==> src/rtl/sram_arbiter_if.sv <==
// Bus bundle between the CPU/video request ports, the arbiter and the SRAM controller.
// The arbiter uses the slave view; requesters plus the controller data path use the master view.
interface sram_arbiter_if;
    logic        cpu_req;
    logic        cpu_we;
    logic [17:0] cpu_address;
    logic [15:0] cpu_data_write;
    logic        cpu_ack;
    logic [15:0] cpu_data_read;
    logic        cpu_read_valid;

    logic        vid_req;
    logic [17:0] vid_address;
    logic        vid_ack;
    logic [15:0] vid_data_read;
    logic        vid_read_valid;

    logic        sram_we;
    logic [17:0] sram_address;
    logic [15:0] sram_data_write;
    logic [15:0] sram_data_read;

    logic        busy;

    modport slave (
        input  cpu_req, cpu_we, cpu_address, cpu_data_write,
        input  vid_req, vid_address,
        input  sram_data_read,
        output cpu_ack, cpu_data_read, cpu_read_valid,
        output vid_ack, vid_data_read, vid_read_valid,
        output sram_we, sram_address, sram_data_write,
        output busy
    );

    modport master (
        output cpu_req, cpu_we, cpu_address, cpu_data_write,
        output vid_req, vid_address,
        output sram_data_read,
        input  cpu_ack, cpu_data_read, cpu_read_valid,
        input  vid_ack, vid_data_read, vid_read_valid,
        input  sram_we, sram_address, sram_data_write,
        input  busy
    );
endinterface

==> src/rtl/sram_arbiter.sv <==
// Shares one external SRAM between the CPU port and the read-only video fetch port.
// Video wins ties unless the CPU has been passed over STARVE_LIMIT times in a row.
module sram_arbiter #(
    parameter int STARVE_LIMIT = 3,
    parameter int WRITE_CYCLES = 1
) (
    input  logic          clk,
    input  logic          rst,
    sram_arbiter_if.slave bus
);
    typedef enum logic [1:0] {IDLE, READ, WRITE, RECOVER} state_t;

    localparam int SW = $clog2(STARVE_LIMIT + 1);
    localparam int WW = (WRITE_CYCLES > 1) ? $clog2(WRITE_CYCLES) : 1;

    state_t        state_q, state_d;
    logic [SW-1:0] starve_q, starve_d;
    logic [WW-1:0] wcnt_q, wcnt_d;
    logic          sram_we_q, sram_we_d;
    logic [17:0]   sram_addr_q, sram_addr_d;
    logic [15:0]   sram_wdata_q, sram_wdata_d;
    logic [1:0]    pipe_v_q, pipe_v_d;
    logic [1:0]    pipe_vid_q, pipe_vid_d;
    logic          cpu_rv_q, cpu_rv_d;
    logic          vid_rv_q, vid_rv_d;
    logic [15:0]   cpu_rd_q, cpu_rd_d;
    logic [15:0]   vid_rd_q, vid_rd_d;

    logic window;
    logic cpu_starved;
    logic vid_grant;
    logic cpu_grant;

    // Accepts are only possible while the bus is free for a new command next cycle.
    assign window      = !rst && (state_q == IDLE || state_q == READ || state_q == RECOVER);
    assign cpu_starved = (starve_q == SW'(STARVE_LIMIT));
    assign vid_grant   = window && bus.vid_req && !(bus.cpu_req && cpu_starved);
    assign cpu_grant   = window && bus.cpu_req && !vid_grant;

    always_comb begin
        state_d      = state_q;
        starve_d     = starve_q;
        wcnt_d       = wcnt_q;
        sram_we_d    = sram_we_q;
        sram_addr_d  = sram_addr_q;
        sram_wdata_d = sram_wdata_q;
        pipe_v_d     = {pipe_v_q[0], 1'b0};
        pipe_vid_d   = {pipe_vid_q[0], 1'b0};
        cpu_rv_d     = pipe_v_q[1] && !pipe_vid_q[1];
        vid_rv_d     = pipe_v_q[1] && pipe_vid_q[1];
        cpu_rd_d     = cpu_rv_d ? bus.sram_data_read : cpu_rd_q;
        vid_rd_d     = vid_rv_d ? bus.sram_data_read : vid_rd_q;

        if (!bus.cpu_req || cpu_grant) begin
            starve_d = '0;
        end else if (vid_grant && !cpu_starved) begin
            starve_d = starve_q + SW'(1);
        end

        case (state_q)
            IDLE, READ, RECOVER: begin
                if (cpu_grant || vid_grant) begin
                    sram_addr_d = cpu_grant ? bus.cpu_address : bus.vid_address;
                    if (cpu_grant && bus.cpu_we) begin
                        state_d      = WRITE;
                        sram_we_d    = 1'b1;
                        sram_wdata_d = bus.cpu_data_write;
                        wcnt_d       = WW'(WRITE_CYCLES - 1);
                    end else begin
                        state_d       = READ;
                        sram_we_d     = 1'b0;
                        pipe_v_d[0]   = 1'b1;
                        pipe_vid_d[0] = vid_grant;
                    end
                end else begin
                    state_d   = IDLE;
                    sram_we_d = 1'b0;
                end
            end
            WRITE: begin
                if (wcnt_q == '0) begin
                    state_d   = RECOVER;
                    sram_we_d = 1'b0;
                end else begin
                    wcnt_d = wcnt_q - WW'(1);
                end
            end
            default: begin
                state_d   = IDLE;
                sram_we_d = 1'b0;
            end
        endcase
    end

    always_ff @(posedge clk or posedge rst) begin
        if (rst) begin
            state_q      <= IDLE;
            starve_q     <= '0;
            wcnt_q       <= '0;
            sram_we_q    <= 1'b0;
            sram_addr_q  <= '0;
            sram_wdata_q <= '0;
            pipe_v_q     <= '0;
            pipe_vid_q   <= '0;
            cpu_rv_q     <= 1'b0;
            vid_rv_q     <= 1'b0;
            cpu_rd_q     <= '0;
            vid_rd_q     <= '0;
        end else begin
            state_q      <= state_d;
            starve_q     <= starve_d;
            wcnt_q       <= wcnt_d;
            sram_we_q    <= sram_we_d;
            sram_addr_q  <= sram_addr_d;
            sram_wdata_q <= sram_wdata_d;
            pipe_v_q     <= pipe_v_d;
            pipe_vid_q   <= pipe_vid_d;
            cpu_rv_q     <= cpu_rv_d;
            vid_rv_q     <= vid_rv_d;
            cpu_rd_q     <= cpu_rd_d;
            vid_rd_q     <= vid_rd_d;
        end
    end

    assign bus.cpu_ack         = cpu_grant;
    assign bus.vid_ack         = vid_grant;
    assign bus.cpu_read_valid  = cpu_rv_q;
    assign bus.vid_read_valid  = vid_rv_q;
    assign bus.cpu_data_read   = cpu_rd_q;
    assign bus.vid_data_read   = vid_rd_q;
    assign bus.sram_we         = sram_we_q;
    assign bus.sram_address    = sram_addr_q;
    assign bus.sram_data_write = sram_wdata_q;
    assign bus.busy            = (state_q != IDLE) || (|pipe_v_q);
endmodule

==> src/flat_wrapper.sv <==
// flat-port wrapper written by rule: the top's interface ports become plain ports
module sram_arbiter_flat 
#(
    parameter int STARVE_LIMIT = 3,
    parameter int WRITE_CYCLES = 1
)
  (clk, rst, bus_cpu_req, bus_cpu_we, bus_cpu_address, bus_cpu_data_write, bus_vid_req, bus_vid_address, bus_sram_data_read, bus_cpu_ack, bus_cpu_data_read, bus_cpu_read_valid, bus_vid_ack, bus_vid_data_read, bus_vid_read_valid, bus_sram_we, bus_sram_address, bus_sram_data_write, bus_busy);
  sram_arbiter_if bus_i ();
  input  logic clk;
  input  logic rst;
  input wire logic [$bits(bus_i.cpu_req)-1:0] bus_cpu_req;
  input wire logic [$bits(bus_i.cpu_we)-1:0] bus_cpu_we;
  input wire logic [$bits(bus_i.cpu_address)-1:0] bus_cpu_address;
  input wire logic [$bits(bus_i.cpu_data_write)-1:0] bus_cpu_data_write;
  input wire logic [$bits(bus_i.vid_req)-1:0] bus_vid_req;
  input wire logic [$bits(bus_i.vid_address)-1:0] bus_vid_address;
  input wire logic [$bits(bus_i.sram_data_read)-1:0] bus_sram_data_read;
  output wire logic [$bits(bus_i.cpu_ack)-1:0] bus_cpu_ack;
  output wire logic [$bits(bus_i.cpu_data_read)-1:0] bus_cpu_data_read;
  output wire logic [$bits(bus_i.cpu_read_valid)-1:0] bus_cpu_read_valid;
  output wire logic [$bits(bus_i.vid_ack)-1:0] bus_vid_ack;
  output wire logic [$bits(bus_i.vid_data_read)-1:0] bus_vid_data_read;
  output wire logic [$bits(bus_i.vid_read_valid)-1:0] bus_vid_read_valid;
  output wire logic [$bits(bus_i.sram_we)-1:0] bus_sram_we;
  output wire logic [$bits(bus_i.sram_address)-1:0] bus_sram_address;
  output wire logic [$bits(bus_i.sram_data_write)-1:0] bus_sram_data_write;
  output wire logic [$bits(bus_i.busy)-1:0] bus_busy;
  assign bus_i.cpu_req = bus_cpu_req;
  assign bus_i.cpu_we = bus_cpu_we;
  assign bus_i.cpu_address = bus_cpu_address;
  assign bus_i.cpu_data_write = bus_cpu_data_write;
  assign bus_i.vid_req = bus_vid_req;
  assign bus_i.vid_address = bus_vid_address;
  assign bus_i.sram_data_read = bus_sram_data_read;
  assign bus_cpu_ack = bus_i.cpu_ack;
  assign bus_cpu_data_read = bus_i.cpu_data_read;
  assign bus_cpu_read_valid = bus_i.cpu_read_valid;
  assign bus_vid_ack = bus_i.vid_ack;
  assign bus_vid_data_read = bus_i.vid_data_read;
  assign bus_vid_read_valid = bus_i.vid_read_valid;
  assign bus_sram_we = bus_i.sram_we;
  assign bus_sram_address = bus_i.sram_address;
  assign bus_sram_data_write = bus_i.sram_data_write;
  assign bus_busy = bus_i.busy;
  sram_arbiter #(.STARVE_LIMIT(STARVE_LIMIT), .WRITE_CYCLES(WRITE_CYCLES)) u_core (.clk(clk), .rst(rst), .bus(bus_i));
endmodule
==> config.mk <==
export PLATFORM = sky130hd
export DESIGN_NAME = sram_arbiter_flat
export DESIGN_NICKNAME = d
export VERILOG_FILES = /design/src/rtl/sram_arbiter_if.sv /design/src/rtl/sram_arbiter.sv /design/src/flat_wrapper.sv
export SDC_FILE = /design/constraint.sdc
export NUM_CORES = 1
export LEC_CHECK = 0
export BUFFER_PORTS_ARGS = -buffer_cell sky130_fd_sc_hd__buf_2
export CAP_MARGIN = 30
export CELL_PAD_IN_SITES_DETAIL_PLACEMENT = 1
export CELL_PAD_IN_SITES_GLOBAL_PLACEMENT = 2
export CORE_MARGIN = 3
export CORE_UTILIZATION = 28
export DETAILED_ROUTE_END_ITERATION = 7
export GPL_TIMING_DRIVEN = 0
export HOLD_SLACK_MARGIN = 0.02
export PLACE_DENSITY_LB_ADDON = 0.2
export RECOVER_POWER = 25
export SLEW_MARGIN = 25
export SYNTH_ARGS = -nofsm -noshare
export SYNTH_HDL_FRONTEND = slang
export SYNTH_SLANG_ARGS = --single-unit
==> constraint.sdc <==
create_clock -name clk -period 5.05 [get_ports clk]
set_input_delay 1.515 -clock clk [delete_from_list [all_inputs] [get_ports clk]]
set_output_delay 1.515 -clock clk [all_outputs]
set_load 0.02 [all_outputs]
Word level (Yosys, flattened, before mapping)

Index checks and enable logic that the tools add are counted.

Equal/unequal tests: 7
Add/subtract/negate cells: 2
Reductions and logical operators: 29
Muxes and demuxes: 21

Operator list:

| operator              | number |
|---|---|
| $mux W18              | 1 |
| $mux W1               | 12 |
| $logic_and A1 B1 Y1   | 10 |
| $mux W2               | 5 |
| $eq A2 B2 Y1 const B  | 3 |
| $logic_not A1 Y1      | 6 |
| $logic_or A1 B1 Y1    | 5 |
| $ne A2 B1 Y1 const B  | 2 |
| $pmux W1 S2           | 2 |
| $pmux W2 S2           | 1 |
| $reduce_and A2 Y1     | 2 |
| $reduce_bool A2 Y1    | 2 |
| $reduce_and A3 Y1     | 1 |
| $reduce_or A3 Y1      | 1 |
| $add A2 B1 Y2 const B | 1 |
| $eq A2 B1 Y1 const B  | 1 |
| $logic_not A2 Y1      | 1 |
| $ne A2 B2 Y1 const B  | 1 |
| $reduce_or A2 Y1      | 1 |
| $sub A1 B1 Y1 const B | 1 |

Logic and storage cells: 71
Output and inout bits: 72
Register bits: 78

Logic depth before layout (Yosys ltp)

Gate-level depths: netlist (run 1).

Word-level depth: 12
Mapped depth: 8
Gate-level depth less buffers: 6

Worst setup path after synthesis (run 1)

OpenSTA, ideal clock, no wires.

Kind: input to output
Start point: input rst
End point: output bus_cpu_ack
Cell stages on the path: 5
Data required time: 3535 ps
Slack: 394 ps
Buffers on the path: 2
Data arrival time: 3141 ps
Cell sequence: inv_2 > nand4_4 > inv_2 > buf_4 > buf_6

Cells in the longest elaborated chain, start to end: 6

Ends and longest elaborated chain:

| item                              | line               | RTL |
|---|---|---|
| from (decl)                       | flat_wrapper.sv:10 | `input logic rst;` |
| $logic_not A1 Y1 (no line) (*)    | -                  |  |
| $logic_and A1 B1 Y1 (*)           | sram_arbiter.sv:35 | `assign window = !rst && (state_q == IDLE \|\| state_q == READ \|\| state_q == RECOVER);` |
| $logic_and A1 B1 Y1 (2 in series) | sram_arbiter.sv:37 | `assign vid_grant = window && bus.vid_req && !(bus.cpu_req && cpu_starved);` |
| $logic_not A1 Y1                  | sram_arbiter.sv:38 | `assign cpu_grant = window && bus.cpu_req && !vid_grant;` |
| $logic_and A1 B1 Y1 (*)           | sram_arbiter.sv:38 |  |
| to (decl)                         | flat_wrapper.sv:18 | `output wire logic [$bits(bus_i.cpu_ack)-1:0] bus_cpu_ack;` |

Mark *: on every way between the ends. The rest lies on a longest branch, timed or not.

Worst setup path in the final report (run 1)

Ends and elaborated chain as after synthesis.

==> results_tabular.tex, run 1 <==
\begin{tabular}{lr}
\hline
Metric & Value \\
\hline
\multicolumn{2}{l}{\textbf{Outcome}} \\
\quad Outcome & finished, final reports clean \\
\multicolumn{2}{l}{\textbf{Global routing}} \\
\quad First-pass GRT wire length & 13.79 mm \\
\quad Via count of the first global-routing pass & 2690 \\
\quad Maximum number of pins on one net before global-route repair & 47 \\
\quad Total grt overflow & 0 \\
\quad Number of antenna violations at the first check in global routing & 0 \\
\quad Total global-route track usage & 13.55\% \\
\multicolumn{2}{l}{\textbf{STA}} \\
\quad Unrepaired setup endpoints after global routing & false \\
\quad Final Hold Viols & 0 \\
\quad Worst slew pin tran & slightly above 600 ps \\
\quad Clk\_skew & 11.17 ps \\
\quad Clock period minus worst slack & about 4400 ps \\
\quad Max Slew Vio Count & 0 \\
\quad Portion of the clock cycle consumed by the worst path in the final layout & approximately 87\% \\
\quad Endpoints failing setup & 0 \\
\quad Setup ws final & 647.8 ps \\
\quad Max Clock Freq & around 0.23 GHz \\
\quad Max-Slew Margin vs Limit & 58.73\% \\
\multicolumn{2}{l}{\textbf{Cells and area}} \\
\quad Number of filler instances in the final layout & 1204 \\
\quad Area growth from synthesis to final layout & 36.48\% \\
\quad Final standard cell count with taps included and fillers excluded & 536 \\
\quad Total area of multi-input combinational cells & around 1100 sq um \\
\quad Ratio of cells with drive above 1 in the final layout & around 53\% \\
\quad Number of nets in the final layout & 469 \\
\quad Post-route cell area & roughly 4300 sq um \\
\quad Antenna cells & 0 \\
\quad Combined flip-flop and latch cell area & $\sim$1900 sq um \\
\multicolumn{2}{l}{\textbf{Drt}} \\
\quad Avg WL per Cell & 15.24 um \\
\quad Metal1 wirelength & 3.581 mm \\
\quad Number of DRC markers in iteration 0 & 54 \\
\quad Drt via density & 4.496 \\
\quad DRC & 0 \\
\quad Total via count in the routed design & 2410 \\
\quad Detail Route met3 WL & 781 um \\
\quad First-pass DRT Iterations & 4 \\
\quad DRT antenna net count & 0 \\
\quad Detailed-routed wire length on met2 & between 3 and 4 mm \\
\quad Aggregate routed wire length & 8.166 mm \\
\quad Uppermost layer routed & met4 \\
\multicolumn{2}{l}{\textbf{Hold path}} \\
\quad Endpoint of the worst hold path & u\_core.pipe\_vid\_q[1] \\
\quad Worst Hold Depth & 0 \\
\quad Hold path startpoint & u\_core.pipe\_vid\_q[0] \\
\quad Type of the worst min-delay path & reg2reg \\
\multicolumn{2}{l}{\textbf{Synth}} \\
\quad Gate count after technology mapping & 239 \\
\quad Warning count from the yosys run & 0 \\
\quad Area of the mapped netlist & roughly 3100 sq um \\
\quad Sequential element share of the synthesized area & 61.67\% \\
\quad Portion of synthesized cell area occupied by the leading cell type & about three fifths \\
\quad Most common cell in the synthesized netlist & dfrtp\_1 \\
\quad Count of flip-flops with a built-in enable after synthesis & 0 \\
\quad Commonest cells in the netlist & 77 x dfrtp\_1, 37 x a21oi\_1, 26 x mux2\_2, 22 x nor2\_1, 20 x nand2\_1 \\
\quad Synthesized area divided by synthesized cell count & between 10 and 15 sq um \\
\quad Cell taking the most area after synthesis & dfrtp\_1 \\
\quad Proportion of synthesized flip-flops having asynchronous set or reset & 100.0\% \\
\quad Top\_reg\_cell synth & dfrtp\_1 \\
\quad Unique cell type count in the Yosys netlist & 25 \\
\quad Flip-flop and latch count after synthesis & 77 \\
\quad Mapped Nets & 313 \\
\quad Biggest area contributors in the synthesized netlist & dfrtp\_1 62\%, mux2\_2 9.4\%, mux2\_4 7.7\% \\
\multicolumn{2}{l}{\textbf{Power}} \\
\quad Final total power & 0.001884 W \\
\quad Sequential share of power & 43.2\% \\
\quad Clock share of power & between 20\% and 30\% \\
\quad Internal power & about 0.0013 W \\
\quad Power density of the placed cells & roughly 440 nW/um\^{}2 \\
\quad Worst VDD drop & 0.0001557 V \\
\quad Switching power of the nets & $\sim$0.00062 W \\
\quad Combinational share of power & 29.1\% \\
\quad Static leakage power & 2.140 nW \\
\quad Switching portion of total power & around a third \\
\multicolumn{2}{l}{\textbf{Clock tree}} \\
\quad Root Driver & clkbuf\_8 \\
\quad Total CTS buffers & 9 \\
\quad Post-CTS Setup Repair Bufs & 0 \\
\quad Cells resized by post-CTS repair & 0 \\
\quad Count of clock tree sinks & 77 \\
\quad Number of levels the H-tree was split into & 3 \\
\quad Worst-Skew Late Latency & 340 ps \\
\quad CTS clk-pin slew, worst paths & approximately 90 ps \\
\quad Bufs on Longest Clock Path & 2 \\
\quad Clock tree from TritonCTS & yes \\
\quad Count of hold-fix buffers inserted at cts & 0 \\
\multicolumn{2}{l}{\textbf{Setup path}} \\
\quad Worst Path Max Fanout & 35 \\
\quad Kind of start point of the critical path & input pin \\
\quad Reg-to-reg critical path endpoint & u\_core.bus.cpu\_data\_read[8] \\
\quad Startpoint of the lowest-slack register-to-register path & u\_core.pipe\_v\_q[1] \\
\quad Startpoint-to-endpoint class of the critical path & in2out \\
\quad Arr. time, crit path & 2890 ps \\
\quad Flop-to-flop setup slack & 3100 ps \\
\quad Endpoint kind of the worst setup timing path & primary output \\
\quad Required time reported for the critical path endpoint & between 3000 and 4000 ps \\
\quad Depth of the most critical reg-to-reg path & 4 \\
\multicolumn{2}{l}{\textbf{Floorplan}} \\
\quad Chip height & 111.6 um \\
\quad Initial Util & 29.47\% \\
\quad Area enclosed by the die boundary & approximately 12000 sq um \\
\quad Die X & 111.6 um \\
\quad I/O pin count & around 150 \\
\quad Site row count & 37 \\
\quad Core footprint & 10600 sq um \\
\multicolumn{2}{l}{\textbf{Placement}} \\
\quad GPL Wtd Cong & slightly below 0.7 \\
\quad Detailed Place HPWL & 6.075 mm \\
\quad \# port buffers & about 140 \\
\quad Cell area after placement & 4048 sq um \\
\quad Placed Cells & 520 \\
\quad Minimum setup slack after placement & just over 600 ps \\
\multicolumn{2}{l}{\textbf{Job}} \\
\quad MaxCap Viol Count & 0 \\
\hline
\end{tabular}
-- per-layer routing --
metal | vias to the layer above | GRT usage (%)
met4 | 0 | 2.676
met1 | 1174 | 17.40
li1 | 1128 | -
met3 | 5 | 5.707
met5 | - | 0
met2 | 103 | 21.58
-- cell families after synthesis --
family                     share of synthesized area (%)
DFF                                                61.67
and+or+nand+nor                                    9.051
muxes                                              19.54
AOI/OAI and AO/OA                                  6.247
buffers and inverters                              3.084
adders and majority gates                         0.4004
-- power by group through the flow --
stage                     Combinational [W]  Clock (W)  Sequential, W
final                              0.000548   0.000523       0.000813
after global routing               0.000592   0.000580       0.000834
after CTS                          0.000560   0.000551       0.000816
after detailed placement           0.000560          0       0.000825
after global placement             0.000551          0       0.000818
after floorplan                    0.000182          0       0.000983
-- how the worst max path moves through the flow --
stage          from     endpoint  cells after the start
2_1_floorplan   rst  bus_cpu_ack                      5
3_3_place_gp    rst  bus_cpu_ack                      7
3_5_place_dp    rst  bus_cpu_ack                      7
4_1_cts         rst  bus_cpu_ack                      7
5_1_grt         rst  bus_cpu_ack                      7
6_report        rst  bus_cpu_ack                      7
-- layout by cell type, fill, tap and decap left out, drive strengths merged, types with 3 or more instances in the layout --
cell type / Yosys / layout
a21oi: 37 / 37
and3: 3 / 3
dfrtp: 77 / 77
clkbuf: 2 / 17
nor2b: 3 / 3
mux2: 48 / 48
buf: 10 / 150
inv: 4 / 6
nor2: 22 / 22
nand2: 20 / 20
-- per-stage QoR --
| stage | utilization [%] | TNS (ps) | hold WS (ps) |
|---|---|---|---|
| after floorplan | - | 0 | 331.2 |
| after global placement | 37.87 | -664.5 | 337.3 |
| after detailed placement | 38.18 | 0 | 349.8 |
| after CTS | 40.28 | 0 | 371.7 |
| after global routing | 40.22 | 0 | 395.9 |
| final | 40.22 | 0 | 371.7 |
-- critical path, stage by stage --
cell,delay (ps)
clkbuf_1,140
inv_6,300
nand4_4,270
inv_2,120
buf_4,180
buf_6,160
buf_2,170
-- sequential cells by signal (all words and copies together), names as in the netlist --
name                        cells
u_core.bus.cpu_data_read       16
u_core.bus.cpu_read_valid       1
u_core.bus.sram_address        18
u_core.bus.sram_data_write     16
u_core.bus.sram_we              1
u_core.bus.vid_data_read       16
u_core.bus.vid_read_valid       1
u_core.pipe_v_q                 2
u_core.pipe_vid_q               2
u_core.starve_q                 2
u_core.state_q                  2
-- cell type report --
class | count | area share (%)
buffer | 12 | 1.819
clock buffer | 10 | 2.993
clock inverter | 6 | 2.230
inverter | 4 | 0.4695
multi-input combinational | 146 | 25.82
sequential | 77 | 45.19
tap | 136 | 3.991
timing repair buffer | 145 | 17.49
No activity file was read; power rests on OpenSTA's default activity.
==> run 2: changes to the inputs <==
- ABC_AREA: not set -> 1
- CORE_UTILIZATION: 28 -> 26
==> results_tabular.tex, run 2 <==
\begin{tabular}{lr}
\hline
Metric & Value \\
\hline
\multicolumn{2}{l}{\textbf{Outcome}} \\
\quad Outcome & finished, final reports clean \\
\multicolumn{2}{l}{\textbf{Synth}} \\
\quad Portion of synthesized cell area occupied by the leading cell type & 62.86\% \\
\quad Area of the mapped netlist & between 3000 and 4000 sq um \\
\quad Mapped Nets & 399 \\
\quad Basic-gate share of the synthesized area counting and, or, nand and nor cells & 18.65\% \\
\quad Biggest area contributors in the synthesized netlist & dfrtp\_1 63\%, nand2\_1 12\%, o21ai\_0 8.5\% \\
\quad Most common cell in the synthesized netlist & nand2\_1 \\
\quad Gate count after technology mapping & 325 \\
\quad Flip-flop and latch count after synthesis & 77 \\
\quad Commonest cells in the netlist & 95 x nand2\_1, 77 x dfrtp\_1, 52 x o21ai\_0, 26 x inv\_1, 23 x nor2\_1 \\
\quad Synthesized area divided by synthesized cell count & 9.432 sq um \\
\quad Count of flip-flops with a built-in enable after synthesis & 0 \\
\quad Unique cell type count in the Yosys netlist & 19 \\
\quad Warning count from the yosys run & 0 \\
\quad Cell taking the most area after synthesis & dfrtp\_1 \\
\quad Sequential element share of the synthesized area & 62.86\% \\
\quad Top\_reg\_cell synth & dfrtp\_1 \\
\quad Post-synthesis compound-gate area fraction & around 12\% \\
\quad Adder and majority cell fraction of the synthesized area & 0.4082\% \\
\quad Combinational family with the most area after synthesis & simple AND/OR/NAND/NOR gates \\
\quad Multiplexer share of the synthesized area & 0\% \\
\quad XOR/XNOR Fraction of Synth Area & 0\% \\
\quad Proportion of synthesized flip-flops having asynchronous set or reset & 100.0\% \\
\multicolumn{2}{l}{\textbf{STA}} \\
\quad Setup ws final & 815.9 ps \\
\quad Portion of the clock cycle consumed by the worst path in the final layout & between 80\% and 90\% \\
\quad Clock period minus worst slack & 4234 ps \\
\quad Endpoints failing setup & 0 \\
\quad Worst slew pin tran & 515.5 ps \\
\quad Max Slew Vio Count & 0 \\
\quad Final Hold Viols & 0 \\
\quad Max-Slew Margin vs Limit & approximately two thirds \\
\quad Setup TNS & 0 ps \\
\quad Clk\_skew & around 7.5 ps \\
\quad Max Clock Freq & about 0.24 GHz \\
\quad Unrepaired setup endpoints after global routing & false \\
\multicolumn{2}{l}{\textbf{Clock tree}} \\
\quad Total CTS buffers & 9 \\
\quad Bufs on Longest Clock Path & 2 \\
\quad Number of levels the H-tree was split into & 3 \\
\quad Root Driver & clkbuf\_16 \\
\quad Worst-Skew Late Latency & 330 ps \\
\quad Count of clock tree sinks & 77 \\
\quad Count of hold-fix buffers inserted at cts & 0 \\
\quad CTS clk-pin slew, worst paths & 60 ps \\
\quad Post-CTS Setup Repair Bufs & 0 \\
\quad Clock tree from TritonCTS & yes \\
\quad Cells resized by post-CTS repair & 0 \\
\multicolumn{2}{l}{\textbf{Global routing}} \\
\quad Number of antenna violations at the first check in global routing & 0 \\
\quad Maximum number of pins on one net before global-route repair & 29 \\
\quad Via count of the first global-routing pass & 2872 \\
\quad Total grt overflow & 0 \\
\quad First-pass GRT wire length & about 15 mm \\
\quad Total global-route track usage & between 10 and 15\% \\
\multicolumn{2}{l}{\textbf{Floorplan}} \\
\quad Area enclosed by the die boundary & 13130 sq um \\
\quad Core footprint & 11470 sq um \\
\quad Die X & 114.6 um \\
\quad Chip height & roughly 110 um \\
\quad I/O pin count & 145 \\
\quad Site row count & 39 \\
\quad Initial Util & 26.73\% \\
\multicolumn{2}{l}{\textbf{Placement}} \\
\quad \# port buffers & 144 \\
\quad Minimum setup slack after placement & 820.8 ps \\
\quad GPL Wtd Cong & 0.7082 \\
\quad Cell area after placement & 4029 sq um \\
\quad Detailed Place HPWL & 6.795 mm \\
\multicolumn{2}{l}{\textbf{Setup path}} \\
\quad Cell family with the largest share of critical-path delay & buffers and inverters \\
\quad Startpoint of the lowest-slack register-to-register path & u\_core.starve\_q[0] \\
\quad Endpoint kind of the worst setup timing path & primary output \\
\quad Peak per-stage delay on the critical path & 220 ps \\
\quad Worst path bufs/invs & 5 \\
\quad Critical path, cell by cell & buf\_2 > clkinvlp\_2 > buf\_12 > buf\_12 > nand2\_1 > nor2\_1 > buf\_2 \\
\quad Depth of the most critical reg-to-reg path & 6 \\
\quad Arr. time, crit path & 2720 ps \\
\quad Kind of start point of the critical path & input pin \\
\quad Required time reported for the critical path endpoint & 3540 ps \\
\quad Slowest CP cell & buf\_12 \\
\quad Worst Path Max Fanout & 27 \\
\quad Flop-to-flop setup slack & roughly 3400 ps \\
\quad Startpoint-to-endpoint class of the critical path & in2out \\
\quad Reg-to-reg critical path endpoint & u\_core.bus.sram\_address[6] \\
\multicolumn{2}{l}{\textbf{Cells and area}} \\
\quad Ratio of cells with drive above 1 in the final layout & roughly 38\% \\
\quad Antenna cells & 0 \\
\quad Total area of multi-input combinational cells & 960.9 sq um \\
\quad Share of the core filled with cells in the final layout & 38.35\% \\
\quad Flip-flop count of the largest register, all copies and words added & 18 \\
\quad Area growth from synthesis to final layout & 43.47\% \\
\quad Number of nets in the final layout & $\sim$560 \\
\quad Most common cell after layout, fill and taps aside & buf\_2 \\
\quad Combined flip-flop and latch cell area & between 1500 and 2000 sq um \\
\quad Post-route cell area & around 4400 sq um \\
\quad Leading cell types in the layout, fill and taps excluded & 146 x buf\_2, 95 x nand2\_1, 77 x dfrtp\_1 \\
\quad Number of filler instances in the final layout & 1383 \\
\multicolumn{2}{l}{\textbf{Power}} \\
\quad Sequential share of power & 38.2\% \\
\quad Final total power & 0.002106 W \\
\quad Power density of the placed cells & 478.9 nW/um\^{}2 \\
\quad Switching portion of total power & 30.85\% \\
\quad Switching power of the nets & 0.0006497 W \\
\quad Internal power & 0.001456 W \\
\quad Clock share of power & 38.3\% \\
\quad Worst VDD drop & 0.0001965 V \\
\quad Combinational share of power & 23.5\% \\
\quad Static leakage power & 2.399 nW \\
\multicolumn{2}{l}{\textbf{Drt}} \\
\quad First-pass DRT Iterations & 4 \\
\quad Avg WL per Cell & 14.43 um \\
\quad DRC & 0 \\
\quad Drt via density & 4.357 \\
\quad Number of DRC markers in iteration 0 & 105 \\
\quad Total via count in the routed design & 2749 \\
\quad Aggregate routed wire length & 9.108 mm \\
\quad DRT antenna net count & 0 \\
\multicolumn{2}{l}{\textbf{Job}} \\
\quad MaxCap Viol Count & 0 \\
\multicolumn{2}{l}{\textbf{Hold path}} \\
\quad Endpoint of the worst hold path & u\_core.pipe\_vid\_q[1] \\
\quad Type of the worst min-delay path & reg2reg \\
\quad Worst Hold Depth & 0 \\
\quad Hold path startpoint & u\_core.pipe\_vid\_q[0] \\
\hline
\end{tabular}
## run 2: through the flow
| stage | hold WS, ps | std cells |
|---|---|---|
| after floorplan | 331.2 | 325 |
| after CTS | 354.3 | 631 |
| after global routing | 368.3 | 631 |
| after global placement | 335.8 | 612 |
| after detailed placement | 341.0 | 615 |
| final | 350.6 | 631 |
## run 2: logic make-up after synthesis
group | count (synthesis)
compound gates | 73
buf+inv | 39
fa+ha+maj | 1
flops | 77
simple gates | 135
## run 2: power groups by stage
stage | Clock [W] | Combinational (W) | Sequential (W)
2_1_floorplan | 0 | 0.000141 | 0.000963
3_3_place_gp | 0 | 0.000492 | 0.000813
3_5_place_dp | 0 | 0.000506 | 0.000817
4_1_cts | 0.000828 | 0.000507 | 0.000807
5_1_grt | 0.000854 | 0.000549 | 0.000822
6_report | 0.000807 | 0.000494 | 0.000805
## run 2: how the worst max path moves through the flow
stage | endpoint | startpoint | cells past startpoint | slack (ps)
finish | bus_vid_ack | rst | 7 | 820
detailed placement | bus_vid_ack | rst | 7 | 820
floorplan | bus_vid_ack | rst | 3 | 230
CTS | bus_vid_ack | rst | 7 | 820
global placement | bus_vid_ack | rst | 5 | -750
global route | bus_vid_ack | rst | 7 | 650
## run 2: final cells by class
type	instances	area share, %
Inverter	26	2.248
Timing Repair Buffer	147	17.72
Sequential cell	77	43.81
Multi-Input combinational cell	209	21.85
Tap cell	143	4.068
Buffer	13	1.821
Clock buffer	10	5.434
Clock inverter	6	3.044
## run 2: routing by layer
| layer | vias to the layer above | routed length (um) | GRT usage [%] | part of all wire, % |
|---|---|---|---|---|
| met5 | - | 0 | 0 | 0 |
| met4 | 0 | 93 | 4.751 | 1.0 |
| met3 | 8 | 589 | 4.863 | 6.5 |
| met2 | 73 | 4391 | 23.21 | 48 |
| met1 | 1322 | 4034 | 17.86 | 44 |
| li1 | 1346 | - | - | - |
